==> src/rtl/rv_pkg.sv <==
// Shared RV32I decode types: opcode constants, operation classes, decoded-instruction
// record and the skid-buffer state encoding.
package rv_pkg;

  localparam logic [6:0] OPC_LUI      = 7'b0110111;
  localparam logic [6:0] OPC_AUIPC    = 7'b0010111;
  localparam logic [6:0] OPC_JAL      = 7'b1101111;
  localparam logic [6:0] OPC_JALR     = 7'b1100111;
  localparam logic [6:0] OPC_BRANCH   = 7'b1100011;
  localparam logic [6:0] OPC_LOAD     = 7'b0000011;
  localparam logic [6:0] OPC_STORE    = 7'b0100011;
  localparam logic [6:0] OPC_OP_IMM   = 7'b0010011;
  localparam logic [6:0] OPC_OP       = 7'b0110011;
  localparam logic [6:0] OPC_MISC_MEM = 7'b0001111;
  localparam logic [6:0] OPC_SYSTEM   = 7'b1110011;

  typedef enum logic [3:0] {
    CLS_ALU    = 4'd0,
    CLS_LUI    = 4'd1,
    CLS_AUIPC  = 4'd2,
    CLS_JAL    = 4'd3,
    CLS_JALR   = 4'd4,
    CLS_BRANCH = 4'd5,
    CLS_LOAD   = 4'd6,
    CLS_STORE  = 4'd7,
    CLS_NOP    = 4'd8,
    CLS_SYSTEM = 4'd9,
    CLS_MULDIV = 4'd10
  } op_class_e;

  typedef struct packed {
    logic [4:0]  rs1a;
    logic [4:0]  rs2a;
    logic [4:0]  rda;
    logic        w_en;
    logic        rs2val;
    logic [31:0] imm;
    op_class_e   op_class;
    logic [2:0]  funct3;
    logic        funct7b5;
    logic        illegal;
  } decoded_t;

  typedef enum logic [1:0] {
    BUF_EMPTY = 2'd0,
    BUF_BUSY  = 2'd1,
    BUF_FULL  = 2'd2
  } buf_state_e;

endpackage

==> src/rtl/instr_decoder.sv <==
// Purely combinational RV32I instruction decoder. Optional M-extension encodings are
// accepted when DECODE_RV32M_EN is defined.
module instr_decoder
  import rv_pkg::*;
(
  input  logic [31:0] instr,
  output decoded_t    dec
);

  logic [6:0]  opcode;
  logic [6:0]  funct7;
  logic [2:0]  funct3;
  logic [31:0] imm_i, imm_s, imm_b, imm_u, imm_j;
  logic        legal;
  logic        writes;
  logic        reads_rs2;
  op_class_e   cls;
  logic [31:0] imm_v;

  assign opcode = instr[6:0];
  assign funct7 = instr[31:25];
  assign funct3 = instr[14:12];

  assign imm_i = {{20{instr[31]}}, instr[31:20]};
  assign imm_s = {{20{instr[31]}}, instr[31:25], instr[11:7]};
  assign imm_b = {{19{instr[31]}}, instr[31], instr[7], instr[30:25], instr[11:8], 1'b0};
  assign imm_u = {instr[31:12], 12'b0};
  assign imm_j = {{11{instr[31]}}, instr[31], instr[19:12], instr[20], instr[30:21], 1'b0};

  always_comb begin
    cls       = CLS_NOP;
    imm_v     = '0;
    writes    = 1'b0;
    reads_rs2 = 1'b0;
    legal     = 1'b1;
    case (opcode)
      OPC_LUI:      begin cls = CLS_LUI;    imm_v = imm_u; writes = 1'b1; end
      OPC_AUIPC:    begin cls = CLS_AUIPC;  imm_v = imm_u; writes = 1'b1; end
      OPC_JAL:      begin cls = CLS_JAL;    imm_v = imm_j; writes = 1'b1; end
      OPC_JALR:     begin cls = CLS_JALR;   imm_v = imm_i; writes = 1'b1; end
      OPC_BRANCH:   begin cls = CLS_BRANCH; imm_v = imm_b; reads_rs2 = 1'b1; end
      OPC_LOAD:     begin cls = CLS_LOAD;   imm_v = imm_i; writes = 1'b1; end
      OPC_STORE:    begin cls = CLS_STORE;  imm_v = imm_s; reads_rs2 = 1'b1; end
      OPC_OP_IMM: begin
        cls    = CLS_ALU;
        imm_v  = imm_i;
        writes = 1'b1;
        // Shift-immediates reuse the upper immediate bits as a funct7 selector.
        if (funct3 == 3'b001)      legal = (funct7 == 7'h00);
        else if (funct3 == 3'b101) legal = (funct7 == 7'h00) || (funct7 == 7'h20);
      end
      OPC_OP: begin
        cls       = CLS_ALU;
        writes    = 1'b1;
        reads_rs2 = 1'b1;
        if (funct7 == 7'h00)      legal = 1'b1;
        else if (funct7 == 7'h20) legal = (funct3 == 3'b000) || (funct3 == 3'b101);
`ifdef DECODE_RV32M_EN
        else if (funct7 == 7'h01) cls = CLS_MULDIV;
`endif
        else                      legal = 1'b0;
      end
      OPC_MISC_MEM: begin cls = CLS_NOP;    imm_v = imm_i; end
      OPC_SYSTEM:   begin cls = CLS_SYSTEM; imm_v = imm_i; end
      default:      legal = 1'b0;
    endcase
    if (instr[1:0] != 2'b11) legal = 1'b0;
  end

  // Illegal words still travel downstream, but never request a write or an rs2 read.
  always_comb begin
    dec          = '0;
    dec.rs1a     = instr[19:15];
    dec.rs2a     = instr[24:20];
    dec.rda      = instr[11:7];
    dec.w_en     = legal && writes && (instr[11:7] != 5'd0);
    dec.rs2val   = legal && reads_rs2;
    dec.imm      = imm_v;
    dec.op_class = legal ? cls : CLS_NOP;
    dec.funct3   = funct3;
    dec.funct7b5 = instr[30];
    dec.illegal  = !legal;
  end

endmodule

==> src/rtl/decode_stage.sv <==
// RV32I decode stage: instr_decoder feeding a two-entry skid buffer (main M, skid S)
// with a registered in_ready. Optional M extension via DECODE_RV32M_EN.
// Handshake: a word moves on any rising edge where valid && ready; valid never depends
// on ready, and presented data holds while valid && !ready.
module decode_stage
  import rv_pkg::*;
#(
  parameter int XLEN = 32
) (
  input  logic            clk,
  input  logic            rst_n,
  input  logic            flush,
  input  logic            in_valid,
  output logic            in_ready,
  input  logic [31:0]     in_instr,
  input  logic [XLEN-1:0] in_pc,
  output logic            out_valid,
  input  logic            out_ready,
  output logic [4:0]      rs1a,
  output logic [4:0]      rs2a,
  output logic [4:0]      rda,
  output logic            w_en,
  output logic            rs2val,
  output logic [31:0]     imm,
  output logic [XLEN-1:0] pc,
  output op_class_e       op_class,
  output logic [2:0]      funct3,
  output logic            funct7b5,
  output logic            illegal,
  output buf_state_e      dbg_state
);

  typedef struct packed {
    decoded_t        dec;
    logic [XLEN-1:0] pc;
  } entry_t;

  buf_state_e state_q, state_d;
  logic       in_ready_q;
  entry_t     m_q, s_q, in_entry;
  decoded_t   in_dec;
  logic       accept, drain;
  logic       load_m_in, load_m_skid, load_s;

  instr_decoder u_dec (
    .instr (in_instr),
    .dec   (in_dec)
  );

  assign in_entry = '{dec: in_dec, pc: in_pc};
  assign accept   = in_valid && in_ready_q;
  assign drain    = (state_q != BUF_EMPTY) && out_ready;

  always_comb begin
    state_d     = state_q;
    load_m_in   = 1'b0;
    load_m_skid = 1'b0;
    load_s      = 1'b0;
    if (flush) begin
      state_d = BUF_EMPTY;
    end else begin
      case (state_q)
        BUF_EMPTY: if (accept) begin
          state_d   = BUF_BUSY;
          load_m_in = 1'b1;
        end
        BUF_BUSY: begin
          if (accept && drain) begin
            load_m_in = 1'b1;
          end else if (accept) begin
            state_d = BUF_FULL;
            load_s  = 1'b1;
          end else if (drain) begin
            state_d = BUF_EMPTY;
          end
        end
        BUF_FULL: if (drain) begin
          state_d     = BUF_BUSY;
          load_m_skid = 1'b1;
        end
        default: state_d = BUF_EMPTY;
      endcase
    end
  end

  // in_ready is 0 throughout reset and rises on the first edge afterwards.
  always_ff @(posedge clk or negedge rst_n) begin
    if (!rst_n) begin
      state_q    <= BUF_EMPTY;
      in_ready_q <= 1'b0;
    end else begin
      state_q    <= state_d;
      in_ready_q <= (state_d != BUF_FULL);
    end
  end

  always_ff @(posedge clk or negedge rst_n) begin
    if (!rst_n) begin
      m_q <= '0;
      s_q <= '0;
    end else begin
      if (load_m_in)        m_q <= in_entry;
      else if (load_m_skid) m_q <= s_q;
      if (load_s)           s_q <= in_entry;
    end
  end

  assign in_ready  = in_ready_q;
  assign out_valid = (state_q != BUF_EMPTY);
  assign rs1a      = m_q.dec.rs1a;
  assign rs2a      = m_q.dec.rs2a;
  assign rda       = m_q.dec.rda;
  assign w_en      = m_q.dec.w_en;
  assign rs2val    = m_q.dec.rs2val;
  assign imm       = m_q.dec.imm;
  assign pc        = m_q.pc;
  assign op_class  = m_q.dec.op_class;
  assign funct3    = m_q.dec.funct3;
  assign funct7b5  = m_q.dec.funct7b5;
  assign illegal   = m_q.dec.illegal;
  assign dbg_state = state_q;

endmodule

==> config.mk <==
export PLATFORM = sky130hd
export DESIGN_NAME = decode_stage
export DESIGN_NICKNAME = d
export VERILOG_FILES = /design/src/rtl/rv_pkg.sv /design/src/rtl/instr_decoder.sv /design/src/rtl/decode_stage.sv
export SDC_FILE = /design/constraint.sdc
export NUM_CORES = 1
export LEC_CHECK = 0
export CORE_ASPECT_RATIO = 1.25
export CORE_MARGIN = 10
export CORE_UTILIZATION = 50
export DETAILED_ROUTE_END_ITERATION = 10
export GPL_ROUTABILITY_DRIVEN = 0
export PLACE_DENSITY = 0.79
export SETUP_SLACK_MARGIN = 0.02
export SYNTH_ARGS = -nofsm -noshare
export SYNTH_HDL_FRONTEND = slang
export SYNTH_HIERARCHICAL = 1
export SYNTH_SLANG_ARGS = --single-unit
export TNS_END_PERCENT = 10
==> constraint.sdc <==
create_clock -name clk -period 2.38 [get_ports clk]
set_input_delay 0.238 -clock clk [delete_from_list [all_inputs] [get_ports clk]]
set_output_delay 0.238 -clock clk [all_outputs]
set_load 0.03 [all_outputs]
; ---- After elaboration in Yosys (flattened, before gate mapping)
; Index checks and enable logic that the tools add are counted.
[classes]
shift = 0
n_mux = 30
bitwise_logic = 0
reduce_logical = 21
div = 0
multipliers = 0
add_sub_neg = 0
order_cmp = 0
eq_ne = 18
[ops]
columns = cell, count
row1 = 90-bit 2-to-1 mux, 2
row2 = 32-bit one-hot mux with 5 select lines, 1
row3 = 4-bit one-hot mux with 9 select lines, 1
row4 = 7-bit by 6-bit == test with 1-bit output (second input constant), 4
row5 = 7-bit == test (second input constant), 4
row6 = 1-bit 2-to-1 mux, 16
row7 = 7-bit by 5-bit == test with 1-bit output (second input constant), 2
row8 = 2-bit 2-to-1 mux, 6
row9 = 9-bit OR reduction, 1
row10 = 7-bit by 2-bit == test with 1-bit output (second input constant), 1
row11 = 7-bit by 4-bit == test with 1-bit output (second input constant), 1
row12 = 7-bit zero test, 1
row13 = 7-bit OR reduction, 1
row14 = 1-bit logical AND, 6
row15 = 2-bit one-hot mux with 3 select lines, 1
row16 = 5-bit nonzero test, 1
row17 = 5-bit OR reduction, 1
row18 = 4-bit 2-to-1 mux, 1
row19 = 2-bit inequality test (second input constant), 2
row20 = 2-bit nonzero test, 2
row21 = 2-bit OR reduction, 2
row22 = 3-bit by 1-bit == test with 1-bit output (second input constant), 1
row23 = 3-bit == test (second input constant), 1
row24 = 3-bit zero test, 1
row25 = other kinds (8), 9
[totals]
word_cells = 93
ramBits = 0
rom_bits = 0
output_inout_bits = 94
ff_bits = 183
latch_bits = 0
memories = 0
inputBits = 69

; ---- Depth between registers and ports, before layout
; Gate-level depths: netlist of the first run.
[logic_depth]
depth_word = 9
mapped_depth = 8
depth_no_buf = 6

; ---- Modules after synthesis
; Netlist of the first run, hierarchy kept.
[by_module_without_submodules]
columns = mod, n_inst, cells_per_inst, seq_area_each_um2, area_per_inst_um2
row1 = decode_stage, 1, 600, 4579.4, 7337.0
row2 = instr_decoder, 1, 153, 0.0, 1008.5

; ---- Worst setup path after synthesis of the first run
; OpenSTA, ideal clock, no wires.
[synth_timing]
kind = input -> register
startpoint = input port in_instr[3]
endpoint = register s_q[32] (netlist bit)
setup_slack_ns = 0.700
required_time_ns = 2.255
path_buffers = 1
t_arrival_ns = 1.556
setup_ns = 0.125
path_stages = 6
cell_sequence = buf_6 or3b_4 nor4b_4 a32oi_2 and2_1 mux2_2
[synth_rtl]
columns = element, line_no
row1 = start: declaration, decode_stage.sv:15  ; input logic [31:0] in_instr,
row2 = end signal: assignment, decode_stage.sv:104  ; if (load_s) s_q <= in_entry;
row3 = end: declaration, decode_stage.sv:40  ; entry_t m_q, s_q, in_entry;

; ---- Worst setup path after layout of the first run
[layout_timing]
startpoint = register state_q[1], in the netlist dbg_state[1]
endpoint = output port out_valid
[layout_between]
elab_chain_len = 1
[layout_lines]
columns = element, line_no
row1 = start: declaration, decode_stage.sv:38  ; buf_state_e state_q, state_d;
row2 = start signal: assignment, decode_stage.sv:92  ; state_q <= state_d;
row3 = 2-bit nonzero test, decode_stage.sv:109  ; assign out_valid = (state_q != BUF_EMPTY);
row4 = end: declaration, decode_stage.sv:17  ; output logic out_valid,
; Every way passes these cells.

==> run metrics, run 1 <==
RSZ-0062 raised after global routing=no; leakage dissipation=5.121 nW; worst hold path class=input port to asynchronous set/reset pin; Setup crit start kind=flop; Gate power share=0.208; layout cell share with drive strength beyond 1=0.1950; top cells by area, synth=dfrtp_1, mux2_2, nand2_1; placed insts=1101; Post-DP HPWL=15010 µm; crit end category=primary output; final WL=21580 µm; worst r2r src=dbg_state[1]; Reg power frac=0.445; Worst VDD drop=0.4893 mV; synth warn=6; Initial Util=0.5131; switching part of the total power=0.2752; Rows=52; Reg-to-Reg End=s_q[56]; Seq/Total Area, Yosys=0.5487; Final Skew=roughly 5.1 ps; Synth Area in Adders=0; first-pass GRT wire length=34530 µm; reg2reg path depth=5; Synth top area share=0.5487; I/O pin total=163; Wirelength per Cell=19.01 µm; dpl cell area=10190 µm²; grt total ovfl=0; CTS tree=done; # setup viols final=0; Final nets=between 900 and 1000; commonest non-fill, non-tap cell in the layout=nand2_1; simple-gate share of the synthesized area=0.1322; Period minus WS final=2035 ps; Cell Int Power=around 0.0063 W; core area=16270 µm²; Crit path required time=about 2100 ps; Layout Cells excl Fill=1135; Fmax=491.4 MHz; Switch Pwr=0.002379 W; clock tree buffer depth=2; initial antenna violation count=1; die height=between 150 and 200 µm; Num CTS Buffers=17; PnR worst setup slack=around 340 ps; reg2reg setup slack=between 600 and 700 ps; Synth Area in Compound Gates=0.1316; DRC viols=0; Rel. slew slack=0.5570; clk_lat worst skew=420 ps; mux share of post-synthesis cell area=0.1289; FILL cells=1275; Synth Flop Type=dfrtp_1; Die W=135.6 µm; P&R area growth vs syn=30.03%; DRT antenna net count=0; Total Die Area=22290 µm²; clk slew on worst S/H paths=approximately 70 ps; Util after Layout=0.6672; largest net degree at the start of global routing=73; crit path DAT=1800 ps; status=completed; Tot Pwr=0.008646 W; final hold vios=0; CTS Sinks=183; Max FO, Critical Path=7; max-slew violations=0; Max Cap Viol=0; Place WS=-188.2 ps; Post-Syn Nets=822; Tot GR Track Use=0.1937; Setup CP Type=flop to primary output; Synth Area in XOR/XNOR=0.002099; vias in the first global route=roughly 6400; Syn Inst Count=around 750; Period Utilization, post-route=0.8551; largest family of logic cells by synthesized area=simple AND/OR/NAND/NOR gates; EDFF count, synth=0; Starting DRT DRC Count=465; Async S/R FF share, synth=1.000; Tightest Pin Transition=661.6 ps; FF+latch count, synth=roughly 180; DRT Pass-1 Iters=5; Synth Cell Area=8346 µm²; IO buf count=approximately 160; post-route cell area=between 10000 and 15000 µm²; htree depth=4; Post-Syn Area per Cell=11.08 µm²; Cell variety after synth=52; Clk network pwr share=0.347; vias after detailed routing=~6300; Yosys top cell by area=dfrtp_1; PwrDens=796.8 nW/µm²; CTS root buf=clkbuf_16; most frequent cells in the layout=nand2_1, dfrtp_1, clkdlybuf4s50_1, mux2_2, a22oi_1; Avg Vias per Cell=roughly 5.5
per-layer routing:
| metal | track usage | vias to the layer above | wire length (µm) |
|---|---|---|---|
| li1 | - | 2925 | - |
| met1 | 0.2495 | 3126 | 9191 |
| met2 | 0.3150 | 199 | 10590 |
| met3 | 0.04590 | 24 | 1453 |
| met4 | 0.06275 | 0 | 343 |
| met5 | 0 | - | 0 |
power by group through the flow:
stage	sequential, W	combinational (W)	clock (W)
6_report	0.00385	0.00180	0.00300
5_1_grt	0.00390	0.00194	0.00317
4_1_cts	0.00385	0.00182	0.00305
3_5_place_dp	0.00390	0.00182	0
3_3_place_gp	0.00388	0.00179	0
2_1_floorplan	0.00425	0.000647	0
cell type report:
cell class / instances / area [µm²] / share of cell area
Clock buffer: 23 / 508.0 / 0.04681
Tap cell: 216 / 270.3 / 0.02490
Antenna cell: 1 / 2.502 / 0.0002306
Clock inverter: 9 / 137.6 / 0.01268
Inverter: 3 / 11.26 / 0.001038
Multi-Input combinational cell: 497 / 3322 / 0.3061
Timing Repair Buffer: 203 / 2021 / 0.1862
Sequential cell: 183 / 4579 / 0.4220
through the flow:
step | hold WS (ps) | setup TNS [ps]
4_1_cts | 343.9 | 0
5_1_grt | 389.2 | 0
3_3_place_gp | 229.5 | -1861
3_5_place_dp | 226.4 | -1996
6_report | 318.7 | 0
2_1_floorplan | -57.59 | 0
worst max-delay path by stage:
stage,from,to,slack [ps]
finish,dbg_state[1],out_valid,340
global route,dbg_state[1],out_valid,290
CTS,in_instr[4],imm[30],190
detailed placement,in_instr[4],imm[25],-190
global placement,in_instr[2],imm[30],-170
floorplan,in_instr[3],s_q[32],700
worst max-delay path: stages, from the launching register on:
cell and delay (ps):
dfrtp_1 460, or2_2 320, clkdlybuf4s50_1 600
kinds of logic after synthesis:
group | count (synthesis)
AOI/OAI and AO/OA | 148
xor gates and xnor gates | 2
buffers and inverters | 73
DFF | 183
muxes | 96
and+or+nand+nor | 251
Yosys cell counts (2+ instances only):
cell,number
a211oi_1,2
a21o_1,11
a21oi_1,6
a22o_1,4
a22oi_1,90
and2_1,13
and3_1,3
buf_2,22
buf_4,21
buf_6,12
clkbuf_1,14
dfrtp_1,183
inv_1,3
mux2_2,92
mux2i_1,4
nand2_1,194
nand2b_1,4
nand3_1,5
nand3b_1,2
nor2_1,9
nor2b_1,3
nor3b_1,2
nor4_1,2
o21a_1,3
o21ai_0,17
o22ai_1,2
o2bb2ai_1,2
or2_2,2
or4_1,2
xor2_1,2
state kept, by name (all words and copies together), names as in the netlist:
signal,flops
s_q,90
funct3,3
imm,32
dbg_state,2
illegal,1
w_en,1
op_class,4
rs1a,5
rs2val,1
rda,5
in_ready,1
pc,32
funct7b5,1
rs2a,5
repair_timing:
item	4_1_cts	5_1_grt
gates resized for setup	0	1
hold buffers	1	0
setup buffers	0	0
hold endpoints to repair	51	0
endpoints found under the setup margin	0	2
Note: power is estimated with default switching activity, not from simulation.
==> inputs of run 2 (changes only) <==
==> constraint.sdc (replaced) <==
create_clock -name clk -period 2.1 [get_ports clk]
set_input_delay 0.21 -clock clk [delete_from_list [all_inputs] [get_ports clk]]
set_output_delay 0.21 -clock clk [all_outputs]
set_load 0.03 [all_outputs]
==> run 2 against run 1 <==
- via count up 2.2%
- non-clock buffer count rose by 20
- combinational power grew 16%
- sequential power rose by 14%
- count of clock-buffer cells in the layout shrank 2
- setup slack got worse by 230 ps
- register-to-register slack worse by 200 ps
- clock power increased by 3%
- sequential share of layout area decreased by 0.56 points
==> run metrics, run 2 (synthesis gave the netlist of run 1 again) <==
status=completed; Initial Util=0.5131; Die W=135.6 µm; met2 wire length=approximately 11000 µm; Setup CP Type=flop to primary output; Max FO, Critical Path=7; Rel. slew slack=0.6913; met1 layer wirelength in the final routing=9437 µm; vias in the first global route=6604; met3 wire len=around 1500 µm; die height=164.4 µm; Wirelength per Cell=19.40 µm; initial antenna violation count=0; largest net degree at the start of global routing=50; clk_lat worst skew=430 ps; CTS tree=done; IO buf count=roughly 160; Crit path required time=1890 ps; reg2reg setup slack=420 ps; crit end category=primary output; Starting DRT DRC Count=around 460; DRT antenna net count=0; leakage dissipation=roughly 5.2 nW; Post-DP HPWL=15810 µm; Setup Buffers After CTS=0; Max Cap Viol=0; Worst path max stage delay=600 ps; worst hold path class=input port to asynchronous set/reset pin; CP Cell Sequence=or2_2 -> clkdlybuf4s50_1; Fmax=503.2 MHz; CTS Sinks=between 150 and 200; PwrDens=869.0 nW/µm²; Tot Pwr=approximately 0.0096 W; reg2reg path depth=5; clock tree buffer depth=2; Tot GR Track Use=0.2023; worst r2r src=dbg_state[1]; max-slew violations=0; grt total ovfl=0; CTS root buf=clkbuf_16; setup TNS=0 ps; final hold vios=0; Period minus WS final=~2000 ps; P&R area growth vs syn=31.77%; Top Layer Used=met4; post-CTS sizing=0; Period Utilization, post-route=0.9463; DRT Pass-1 Iters=4; FILL cells=1244; n_diodes=0; DRC viols=0; # setup viols final=0; final hold slack=273.6 ps; Num CTS Buffers=17; htree depth=4; CP top delay family=buffers and inverters; Worst VDD drop=slightly below 0.7 mV; vias after detailed routing=6409; Most flops, register=s_q; most frequent cells in the layout=nand2_1, dfrtp_1, clkdlybuf4s50_1, mux2_2, a22oi_1; Avg Vias per Cell=5.563; Rows=52; buffers plus inverters on the worst setup path=1; RSZ-0062 raised after global routing=no; Slowest-stage cell, CP=clkdlybuf4s50_1; Total Die Area=22290 µm²; layout cell share with drive strength beyond 1=0.2094; number of flip-flops in the largest register=90; clk slew on worst S/H paths=70 ps; first-pass GRT wire length=35800 µm; Final Skew=5.536 ps; Util after Layout=0.6761; Final nets=994; Setup crit start kind=flop; Tightest Pin Transition=463.0 ps; I/O pin total=163; crit path DAT=around 1800 ps; Reg-to-Reg End=imm[21]; commonest non-fill, non-tap cell in the layout=nand2_1; final WL=22350 µm; core area=between 15000 and 20000 µm²
-- run 2: cell count changes in the layout (fill, tap and decap cells not counted), sizes merged --
cell,previous run,this run
clkbuf,23,21
inv,4,5
clkinvlp,1,3
diode,1,0
clkinv,4,3
bufinv,3,1
buf,41,61
-- run 2: stage by stage --
stage          setup WS (ps)  cells  area [µm²]
2_1_floorplan          427.5    753        8346
3_3_place_gp          -115.3   1121       10410
3_5_place_dp          -172.7   1121       10410
4_1_cts                86.77   1152       11000
5_1_grt                52.15   1152       11000
6_report               112.8   1152       11000
-- run 2: worst register-to-register path, delay by kind of cell, from the launching register on --
| family | cells | cell delay [ps] |
|---|---|---|
| AOI/OAI and AO/OA | 1 | 140 |
| buffers and inverters | 1 | 250 |
| DFF | 1 | 450 |
| and+or+nand+nor | 3 | 780 |
-- run 2: worst max-delay path by stage --
stage / endpoint / start / cells after the start / slack, ps
3_3_place_gp: s_q[32] / in_instr[5] / 6 / -120
3_5_place_dp: imm[20] / in_instr[5] / 8 / -170
6_report: out_valid / dbg_state[1] / 2 / 110
4_1_cts: out_valid / dbg_state[1] / 2 / 90
5_1_grt: out_valid / dbg_state[1] / 2 / 50
2_1_floorplan: s_q[0] / in_ready / 6 / 430
-- run 2: final cells by class --
cell class | count | area [µm²] | share of cell area
multi-input cells | 497 | 3317 | 0.3016
flip-flops and latches | 183 | 4579 | 0.4164
clock buffers | 21 | 480.5 | 0.04369
inverters | 3 | 11.26 | 0.001024
repair buffers | 223 | 2246 | 0.2042
clock inverters | 9 | 92.59 | 0.008420
well taps | 216 | 270.3 | 0.02458
-- run 2: report_power, final --
part | internal (W) | leakage [nW] | switching [W]
Sequential | 0.00408 | 2.36 | 0.000283
Clock | 0.00176 | 0.274 | 0.00135
Combinational | 0.000975 | 2.56 | 0.00111
-- run 2: repair_timing --
item | CTS | global route
hold endpoints to repair | 41 | 0
hold buffers | 1 | 0
setup endpoints to repair | 0 | 0
-- run 2: layer usage --
layer | track usage | vias up
li1 | - | 2968
met1 | 0.2538 | 3185
met2 | 0.3283 | 225
met3 | 0.05745 | 31
met4 | 0.06863 | 0
met5 | 0 | -
==> inputs of run 3 (changes only) <==
--- a/config.mk
+++ b/config.mk
@@ -7,10 +7,10 @@
 export LEC_CHECK = 0
 export CORE_ASPECT_RATIO = 1.25
 export CORE_MARGIN = 10
-export CORE_UTILIZATION = 50
+export CORE_UTILIZATION = 30
 export DETAILED_ROUTE_END_ITERATION = 10
 export GPL_ROUTABILITY_DRIVEN = 0
-export PLACE_DENSITY = 0.79
+export PLACE_DENSITY = 0.52
 export SETUP_SLACK_MARGIN = 0.02
 export SYNTH_ARGS = -nofsm -noshare
 export SYNTH_HDL_FRONTEND = slang
==> run 3 against run 2 <==
- clock skew up 6.3 ps
- cell count grew 13%
- global-route usage decreased by 5.9 points
- count of clock-buffer cells in the layout shrank 2
- sequential power barely moved
- hold slack got worse by 18 ps
- die area rose by 57%
- combinational power grew 2%
- register-to-register slack got worse by 190 ps
- sequential share of layout area shrank 1.3 points
- largest cell class unchanged
==> run metrics, run 3 (synthesis gave the netlist of run 1 again) <==
Reg area=4579 µm²; clk_lat worst skew=440 ps; # setup viols final=0; Worst VDD drop=0.5075 mV; Tot GR Track Use=0.1428; most frequent cells in the layout=nand2_1, dfrtp_1, clkdlybuf4s50_1, mux2_2, a22oi_1; switching part of the total power=0.2874; PwrDens=869.0 nW/µm²; Crit path required time=2470 ps; htree depth=4; n_diodes=0; Final nets=1007; IO buf count=approximately 160; crit end category=flop; DRT Pass-1 Iters=4; vias in the first global route=6504; Most flops, register=s_q; leakage dissipation=5.312 nW; CTS Sinks=183; post-route cell area=11350 µm²; Max Cap Viol=0; PnR worst setup slack=228.0 ps; Rows=68; RSZ-0062 raised after global routing=no; vias after detailed routing=6219; Gate power share=0.215; Total Die Area=34930 µm²; Wirelength per Cell=19.11 µm; Switch Pwr=0.002835 W; Post-DP HPWL=18020 µm; Place WS=-169.8 ps; layout cell share with drive strength beyond 1=0.2211; CTS tree=done; core area=27570 µm²; clock tree buffer depth=2; Reg power frac=0.441; Die W=169.2 µm; Avg Vias per Cell=~4.8; Starting DRT DRC Count=385; Period minus WS final=1872 ps; number of flip-flops in the largest register=90; FILL cells=between 2000 and 3000; grt total ovfl=0; P&R area growth vs syn=36.00%; clk slew on worst S/H paths=80 ps; final hold vios=0; CTS root buf=clkbuf_16; Setup CP Type=flop to flop; largest net degree at the start of global routing=64; die height=206.5 µm; Setup crit start kind=flop; initial antenna violation count=3; commonest non-fill, non-tap cell in the layout=nand2_1; Max FO, Critical Path=24; Cell Int Power=0.007028 W; status=completed; final WL=approximately 25000 µm; first-pass GRT wire length=38780 µm; I/O pin total=163; footprint of the multi-input gates=about 3300 µm²; Clk network pwr share=0.345; Num CTS Buffers=17; Initial Util=0.3027; DRT antenna net count=0; DRC viols=0; dpl cell area=10720 µm²; Rel. slew slack=0.7112; Tot Pwr=0.009862 W; worst hold path class=input port to asynchronous set/reset pin; max-slew violations=0; Fmax=534.2 MHz; Tightest Pin Transition=about 430 ps; crit path DAT=2240 ps; Final Skew=11.83 ps; Period Utilization, post-route=0.8914
==> run 3: changes by cell type in the layout (fill, tap and decap cells not counted) <==
cell / before / now
buf_12: 13 / 16
inv_6: 2 / 4
dlymetal6s2s_1: 0 / 1
clkdlybuf4s50_1: 161 / 160
buf_6: 1 / 0
clkinv_2: 1 / 0
bufinv_16: 1 / 3
buf_4: 47 / 57
clkbuf_8: 4 / 3
==> run 3: power by group through the flow <==
stage / Clock [W] / Combinational [W] / Sequential (W)
final: 0.00340 / 0.00212 / 0.00435
after global routing: 0.00366 / 0.00229 / 0.00442
after CTS: 0.00353 / 0.00216 / 0.00435
after detailed placement: 0 / 0.00215 / 0.00442
after global placement: 0 / 0.00214 / 0.00440
after floorplan: 0 / 0.000733 / 0.00482
==> run 3: final timing paths <==
| kind | from | to | slack [ps] | cells past startpoint |
|---|---|---|---|---|
| setup / recovery | dbg_state[1] | pc[0] | 230 | 5 |
| hold / removal | rst_n | s_q[55] | 260 | 2 |
| setup reg to reg | dbg_state[1] | pc[0] | 230 | 5 |
| hold reg to reg | op_class[1] | op_class[1] | 470 | 2 |
| max in group asynchronous | rst_n | pc[2] | 1160 | 3 |
| min in group clk | flush | dbg_state[0] | 390 | 2 |
==> run 3: cell type report <==
| cell class | instances | share of cell area |
|---|---|---|
| inverters | 3 | 0.0009922 |
| clock buffers | 19 | 0.03991 |
| clock inverters | 12 | 0.01455 |
| repair buffers | 236 | 0.2102 |
| well taps | 350 | 0.03858 |
| flip-flops and latches | 183 | 0.4035 |
| multi-input cells | 497 | 0.2923 |
==> run 3: timing repair <==
| item | CTS | global route |
|---|---|---|
| setup endpoints to repair | 0 | 1 |
| endpoints found under the hold margin | 34 | 0 |
| resized for setup | 0 | 1 |
| buffers inserted | 0 | 0 |
| hold buffers | 1 | 0 |
==> run 3: routing by layer <==
| metal | up-vias | share of wire | GRT usage |
|---|---|---|---|
| li1 | 2988 | - | - |
| met1 | 3053 | 0.45 | 0.1810 |
| met2 | 156 | 0.48 | 0.2318 |
| met3 | 18 | 0.054 | 0.04185 |
| met4 | 4 | 0.012 | 0.04012 |
| met5 | - | 0.00085 | 0 |
==> run 3: per-stage QoR <==
stage / utilization / instances / TNS, ps / hold slack [ps]
finish: 0.4117 / 1300 / 0 / 255.5
global route: 0.4117 / 1300 / 0 / 259.2
CTS: 0.4116 / 1300 / 0 / 245.2
detailed placement: 0.3888 / 1268 / -5762 / 160.2
global placement: 0.3888 / 1268 / -6202 / 158.9
floorplan: - / 753 / 0 / -85.59
==> run 3: worst max-delay path: stages, from the launching register on <==
cell     delay [ps]
dfrtp_1         460
nor2_1          380
and3_4          390
buf_4           340
a22oi_1         140
nand2_1          80
